===== config.mk =====
export PLATFORM = sky130hd
export DESIGN_NAME = uncache_axi_bridge
export DESIGN_NICKNAME = d
export VERILOG_FILES = /design/src/rtl/uncache_axi_bridge.sv
export SDC_FILE = /design/constraint.sdc
export NUM_CORES = 1
export LEC_CHECK = 0
export CORE_AREA = 2 2 125 127
export DETAILED_ROUTE_END_ITERATION = 16
export DIE_AREA = 0 0 127 129
export PLACE_DENSITY = 0.89
export SLEW_MARGIN = 5
export SYNTH_ARGS = -nofsm -noshare
export SYNTH_HDL_FRONTEND = slang
export SYNTH_SLANG_ARGS = --single-unit

===== constraint.sdc =====
create_clock -name clk -period 1.84 [get_ports clk]
set_input_delay 0.184 -clock clk [delete_from_list [all_inputs] [get_ports clk]]
set_output_delay 0.184 -clock clk [all_outputs]
set_load 0.005 [all_outputs]

===== src/rtl/uncache_axi_bridge.sv =====
`default_nettype none
// ============================================================================
// Module   : uncache_axi_bridge
// Purpose  : Turns single uncached read/write requests from the cache side
//            into single-beat AXI transactions. Only one transaction is in
//            flight at a time. When a read and a write arrive together, the
//            write is taken first.
// Ports    : clk, resetn (async, active-low)
//            Cache side : rd_req/rd_addr/rd_size -> rd_rdy, ret_valid, ret_data
//                         wr_req/wr_addr/wr_data/wr_wstrb -> wr_rdy, wr_valid
//            AXI master : AR, R, AW, W and B channels, single beat, INCR burst
// Revision : 1.0 - initial release
// ============================================================================
module uncache_axi_bridge #(
  parameter logic [3:0] AXI_ID = 4'd1
) (
  input  logic        clk,
  input  logic        resetn,
  // cache-side read
  input  logic        rd_req,
  input  logic [31:0] rd_addr,
  input  logic [1:0]  rd_size,
  output logic        rd_rdy,
  output logic        ret_valid,
  output logic [31:0] ret_data,
  // cache-side write
  input  logic        wr_req,
  input  logic [31:0] wr_addr,
  input  logic [31:0] wr_data,
  input  logic [3:0]  wr_wstrb,
  output logic        wr_rdy,
  output logic        wr_valid,
  // AXI read address
  output logic [3:0]  arid,
  output logic [31:0] araddr,
  output logic [7:0]  arlen,
  output logic [2:0]  arsize,
  output logic [1:0]  arburst,
  output logic        arvalid,
  input  logic        arready,
  // AXI read data
  input  logic [31:0] rdata,
  input  logic [1:0]  rresp,
  input  logic        rlast,
  input  logic        rvalid,
  output logic        rready,
  // AXI write address
  output logic [3:0]  awid,
  output logic [31:0] awaddr,
  output logic [7:0]  awlen,
  output logic [2:0]  awsize,
  output logic [1:0]  awburst,
  output logic        awvalid,
  input  logic        awready,
  // AXI write data
  output logic [31:0] wdata,
  output logic [3:0]  wstrb,
  output logic        wlast,
  output logic        wvalid,
  input  logic        wready,
  // AXI write response
  input  logic [1:0]  bresp,
  input  logic        bvalid,
  output logic        bready
);

  typedef enum logic [1:0] {
    R_IDLE = 2'd0,
    R_AR   = 2'd1,
    R_R    = 2'd2,
    R_RET  = 2'd3
  } rd_state_e;

  typedef enum logic [1:0] {
    W_IDLE = 2'd0,
    W_REQ  = 2'd1,
    W_B    = 2'd2,
    W_RET  = 2'd3
  } wr_state_e;

  rd_state_e   rd_state_q, rd_state_d;
  wr_state_e   wr_state_q, wr_state_d;
  logic        aw_done_q, aw_done_d;
  logic        w_done_q, w_done_d;
  logic [31:0] rd_addr_q;
  logic [2:0]  arsize_q;
  logic [31:0] ret_data_q;
  logic [31:0] wr_addr_q;
  logic [31:0] wr_data_q;
  logic [3:0]  wr_strb_q;

  logic both_idle;
  logic rd_accept;
  logic wr_accept;
  logic r_last_hs;
  logic aw_hs;
  logic w_hs;
  logic unused_resp;

  // Response codes are not reported back to the cache.
  assign unused_resp = ^{rresp, bresp};

  assign both_idle = (rd_state_q == R_IDLE) && (wr_state_q == W_IDLE);
  assign rd_rdy    = both_idle;
  assign wr_rdy    = both_idle;
  // A write wins when both requests are present in the same idle cycle.
  assign wr_accept = wr_req && both_idle;
  assign rd_accept = rd_req && both_idle && !wr_req;

  // All valid/ready outputs decode registered state only.
  assign arvalid   = (rd_state_q == R_AR);
  assign rready    = (rd_state_q == R_R);
  assign ret_valid = (rd_state_q == R_RET);
  assign awvalid   = (wr_state_q == W_REQ) && !aw_done_q;
  assign wvalid    = (wr_state_q == W_REQ) && !w_done_q;
  assign bready    = (wr_state_q == W_B);
  assign wr_valid  = (wr_state_q == W_RET);

  assign r_last_hs = rready && rvalid && rlast;
  assign aw_hs     = awvalid && awready;
  assign w_hs      = wvalid && wready;

  assign arid      = AXI_ID;
  assign araddr    = rd_addr_q;
  assign arlen     = 8'd0;
  assign arsize    = arsize_q;
  assign arburst   = 2'b01;
  assign ret_data  = ret_data_q;
  assign awid      = AXI_ID;
  assign awaddr    = wr_addr_q;
  assign awlen     = 8'd0;
  assign awsize    = 3'd2;
  assign awburst   = 2'b01;
  assign wdata     = wr_data_q;
  assign wstrb     = wr_strb_q;
  assign wlast     = 1'b1;

  always_comb begin
    rd_state_d = rd_state_q;
    case (rd_state_q)
      R_IDLE:  if (rd_accept) rd_state_d = R_AR;
      R_AR:    if (arready)   rd_state_d = R_R;
      R_R:     if (r_last_hs) rd_state_d = R_RET;
      R_RET:   rd_state_d = R_IDLE;
      default: rd_state_d = R_IDLE;
    endcase
  end

  // AW and W complete independently; the done flags remember which one
  // has already handshaken so its valid can drop while the other waits.
  always_comb begin
    wr_state_d = wr_state_q;
    aw_done_d  = aw_done_q;
    w_done_d   = w_done_q;
    case (wr_state_q)
      W_IDLE:  if (wr_accept) wr_state_d = W_REQ;
      W_REQ: begin
        aw_done_d = aw_done_q || aw_hs;
        w_done_d  = w_done_q || w_hs;
        if (aw_done_d && w_done_d) begin
          wr_state_d = W_B;
          aw_done_d  = 1'b0;
          w_done_d   = 1'b0;
        end
      end
      W_B:     if (bvalid) wr_state_d = W_RET;
      W_RET:   wr_state_d = W_IDLE;
      default: wr_state_d = W_IDLE;
    endcase
  end

  always_ff @(posedge clk or negedge resetn) begin
    if (!resetn) begin
      rd_state_q <= R_IDLE;
      wr_state_q <= W_IDLE;
      aw_done_q  <= 1'b0;
      w_done_q   <= 1'b0;
    end else begin
      rd_state_q <= rd_state_d;
      wr_state_q <= wr_state_d;
      aw_done_q  <= aw_done_d;
      w_done_q   <= w_done_d;
    end
  end

  always_ff @(posedge clk or negedge resetn) begin
    if (!resetn) begin
      rd_addr_q  <= 32'd0;
      arsize_q   <= 3'd0;
      ret_data_q <= 32'd0;
      wr_addr_q  <= 32'd0;
      wr_data_q  <= 32'd0;
      wr_strb_q  <= 4'd0;
    end else begin
      if (rd_accept) begin
        rd_addr_q <= rd_addr;
        arsize_q  <= {1'b0, rd_size};
      end
      if (r_last_hs) begin
        ret_data_q <= rdata;
      end
      if (wr_accept) begin
        wr_addr_q <= wr_addr;
        wr_data_q <= wr_data;
        wr_strb_q <= wr_wstrb;
      end
    end
  end

endmodule
`default_nettype wire


==> flow_metrics.env <==
export IMPL_crit_path_end_kind="output port"
export IMPL_cp_start_kind="flop"
export IMPL_topRoutingLayerUsed="met4"
export IMPL_synth_edff_count=0
export IMPL_max_freq_mhz=564
export IMPL_ys_seq_elements=140
export IMPL_final_cells=876
export IMPL_syn_avg_cell_area_um2=15.9
export IMPL_insertion_delay_ns=0.41
export IMPL_dr_wl_met3_um=1250
export IMPL_final_setup_viol_count=0
export IMPL_p_comb_share_pct=42.3
export IMPL_grt_start_max_net_pins=48
export IMPL_seq_power_share_pct=35.3
export IMPL_leakagePower_nw=4.34
export IMPL_area_growth_pct=65.4
export IMPL_core_area_um2=15000
export IMPL_cts_max_level=4
export IMPL_io_buffers=286
export IMPL_p_int_mw=11.4
export IMPL_first_pass_iters=4
export IMPL_critPathKind="reg -> out"
export IMPL_drv_slew=0
export IMPL_tns_ns=0
export IMPL_final_area_um2=9580
export IMPL_place_ws_ns=0.0402
export IMPL_antenna_found_initial=0
export IMPL_ys_seq_area_share_pct=60.5
export IMPL_clk_pin_slew_ns=0.06
export IMPL_grt_first_pass_wirelength_um=23600
export IMPL_max_vdd_ir_drop_v=0.000871
export IMPL_hold_class="in -> async"
export IMPL_synthesis_area_um2=5790
export IMPL_synthFlopType="dfrtp_1"
export IMPL_synthMostInstantiatedCell="dfrtp_1"
export IMPL_dp_cells=834
export IMPL_worst_slack_ns=0.0676
export IMPL_yosysUniqueCellTypes=23
export IMPL_drtIter0Drc=111
export IMPL_path_buf_inv=2
export IMPL_yosysTopAreaCellShare_pct=60.5
export IMPL_viasPerCell=4.56
export IMPL_routedWlPerCell_um=17.6
export IMPL_wl_met1_um=5380
export IMPL_io_pins=324
export IMPL_vias=3998
export IMPL_die_area_um2=16400
export IMPL_met2_length_um=8450
export IMPL_cts_buffers=17
export IMPL_power_switching_mw=4.07
export IMPL_arrival_ns=1.59
export IMPL_num_nets_final=833
export IMPL_grt_overflow=0
export IMPL_die_h_um=129
export IMPL_fin_crit_sh_pct=96.3
export IMPL_dp_hpwl_um=11600
export IMPL_powerDensity_nw_per_um2=1610
export IMPL_cp_slowest_cell="clkdlybuf4s50_1"
export IMPL_die_x_um=127
export IMPL_cts_tree="yes"
export IMPL_grt_pass1_vias=4436
export IMPL_crit_start="wr_state_q[1]"
export IMPL_final_hold_viol_count=0
export IMPL_synth_area_top_cells="dfrtp_1 (61%), mux2_2 (23%), mux2_4 (5.2%)"
export IMPL_antenna_cells=0
export IMPL_synth_cells=363
export IMPL_multi_input_area_um2=2080
export IMPL_gp_congestion=0.742
export IMPL_cts_root_buf="clkbuf_16"
export IMPL_yosys_top_cells_count="dfrtp_1 (140), mux2_2 (116), buf_4 (34)"
export IMPL_placementRows=45
export IMPL_antenna_left=0
export IMPL_async_reset_ff_share_pct=100
export IMPL_cts_max_path_buffers=2
export IMPL_synth_top_area_cell="dfrtp_1"
export IMPL_skew_ns=0.00619
export IMPL_grtUsageTotal_pct=18.8
export IMPL_swShare_pct=26.4
export IMPL_crit_chain="buf_4 > ha_1 > clkdlybuf4s50_1"
export IMPL_drive_above_1_share_pct=29.1
export IMPL_critPathTopFamily="buffers and inverters"
export IMPL_r2r_start="rd_state_q[1]"
export IMPL_numClockSinks=140
export IMPL_regArea_um2=3500
export IMPL_outcome="finished, final reports clean"
export IMPL_wirelength_um=15400
export IMPL_period_needed_ns=1.77
export IMPL_ys_warn_count=0
export IMPL_utilization_pct=63.9
export IMPL_path_max_fanout=3
export IMPL_maxCapViolations=0
export IMPL_dpl_cell_area_um2=8810
export IMPL_fillCellCount=1104
export IMPL_clockPowerShare_pct=22.4
export IMPL_cpPeakStageDelay_ns=0.47
export IMPL_cp_required_ns=1.66
export IMPL_drt_drc_violations_left=0
export IMPL_start_util_pct=38.6
-- stage by stage --
stage | total power [mW] | hold slack, ns
2_1_floorplan | 7.67 | -0.112
3_3_place_gp | 11.4 | 0.145
3_5_place_dp | 11.8 | 0.156
4_1_cts | 15.5 | 0.287
5_1_grt | 16.3 | 0.306
6_report | 15.4 | 0.290
-- power by group through the flow --
stage / Combinational, mW / Clock (mW) / Sequential, mW
after floorplan: 2.20 / 0 / 5.48
after global placement: 6.09 / 0 / 5.36
after detailed placement: 6.31 / 0 / 5.49
after CTS: 6.45 / 3.53 / 5.47
after global routing: 6.99 / 3.70 / 5.63
final: 6.52 / 3.45 / 5.45
-- sequential cells by signal (all words and copies together) (netlist names) --
signal      cells
araddr         32
arsize          2
aw_done_q       1
awaddr         32
rd_state_q      2
ret_data       32
w_done_q        1
wdata          32
wr_state_q      2
wstrb           4
-- logic make-up after synthesis --
family	share of synthesized area, %
other cells	0.130
flops	60.5
compound gates	1.49
buf+inv	6.51
mux	27.8
fa+ha+maj	2.16
simple gates	1.43
-- per-layer routing --
layer | global-route usage [%] | vias to the layer above
li1 | - | 1816
met1 | 20.2 | 1958
met2 | 33.8 | 196
met3 | 6.94 | 28
met4 | 7.50 | 0
met5 | 0 | -
-- final cells by class --
type                    instances  area share [%]
multi-input cells             202            21.8
flip-flops and latches        140            36.6
inverters                       5           0.196
clock inverters                10            1.45
well taps                     188            2.46
clock buffers                  22            4.85
repair buffers                309            32.7
-- cells in the final DEF (no fill, tap or decap), types with 2 or more instances in the layout --
master / netlist / final
clkdlybuf4s50_1: 0 / 277
dfrtp_1: 140 / 140
mux2_2: 116 / 110
conb_1: 2 / 33
mux2_4: 20 / 26
clkbuf_16: 0 / 18
buf_4: 34 / 15
ha_1: 10 / 7
inv_2: 0 / 4
a21oi_1: 4 / 4
buf_12: 0 / 4
nor2b_1: 3 / 3
clkinv_2: 0 / 3
clkbuf_1: 0 / 3
bufinv_16: 0 / 3
dlymetal6s2s_1: 0 / 3
a221o_1: 2 / 2
a2111oi_0: 2 / 2
o21a_1: 2 / 2
nor2_1: 2 / 2
ha_4: 0 / 2
clkinv_4: 0 / 2
clkbuf_8: 0 / 2
buf_6: 6 / 2
dlygate4sd2_1: 0 / 2
-- worst paths after layout --
path | slack (ns) | cells past startpoint | to
min in group clk | 0.38 | 2 | wdata[3]
worst max-delay path | 0.07 | 3 | wr_valid
max in group asynchronous | 0.93 | 3 | wdata[17]
worst min-delay path | 0.29 | 2 | araddr[24]
worst min register to register | 0.50 | 1 | araddr[4]
worst max register to register | 0.09 | 6 | wr_state_q[1]
-- timing repair --
action	CTS	global route
gates resized for setup	24	7
hold buffers	1	0
setup buffers	1	8
gates cloned	0	1
setup endpoints to repair	7	97
endpoints found under the hold margin	44	0
pin swaps	1	0
Power figures use the tool's default switching activity.
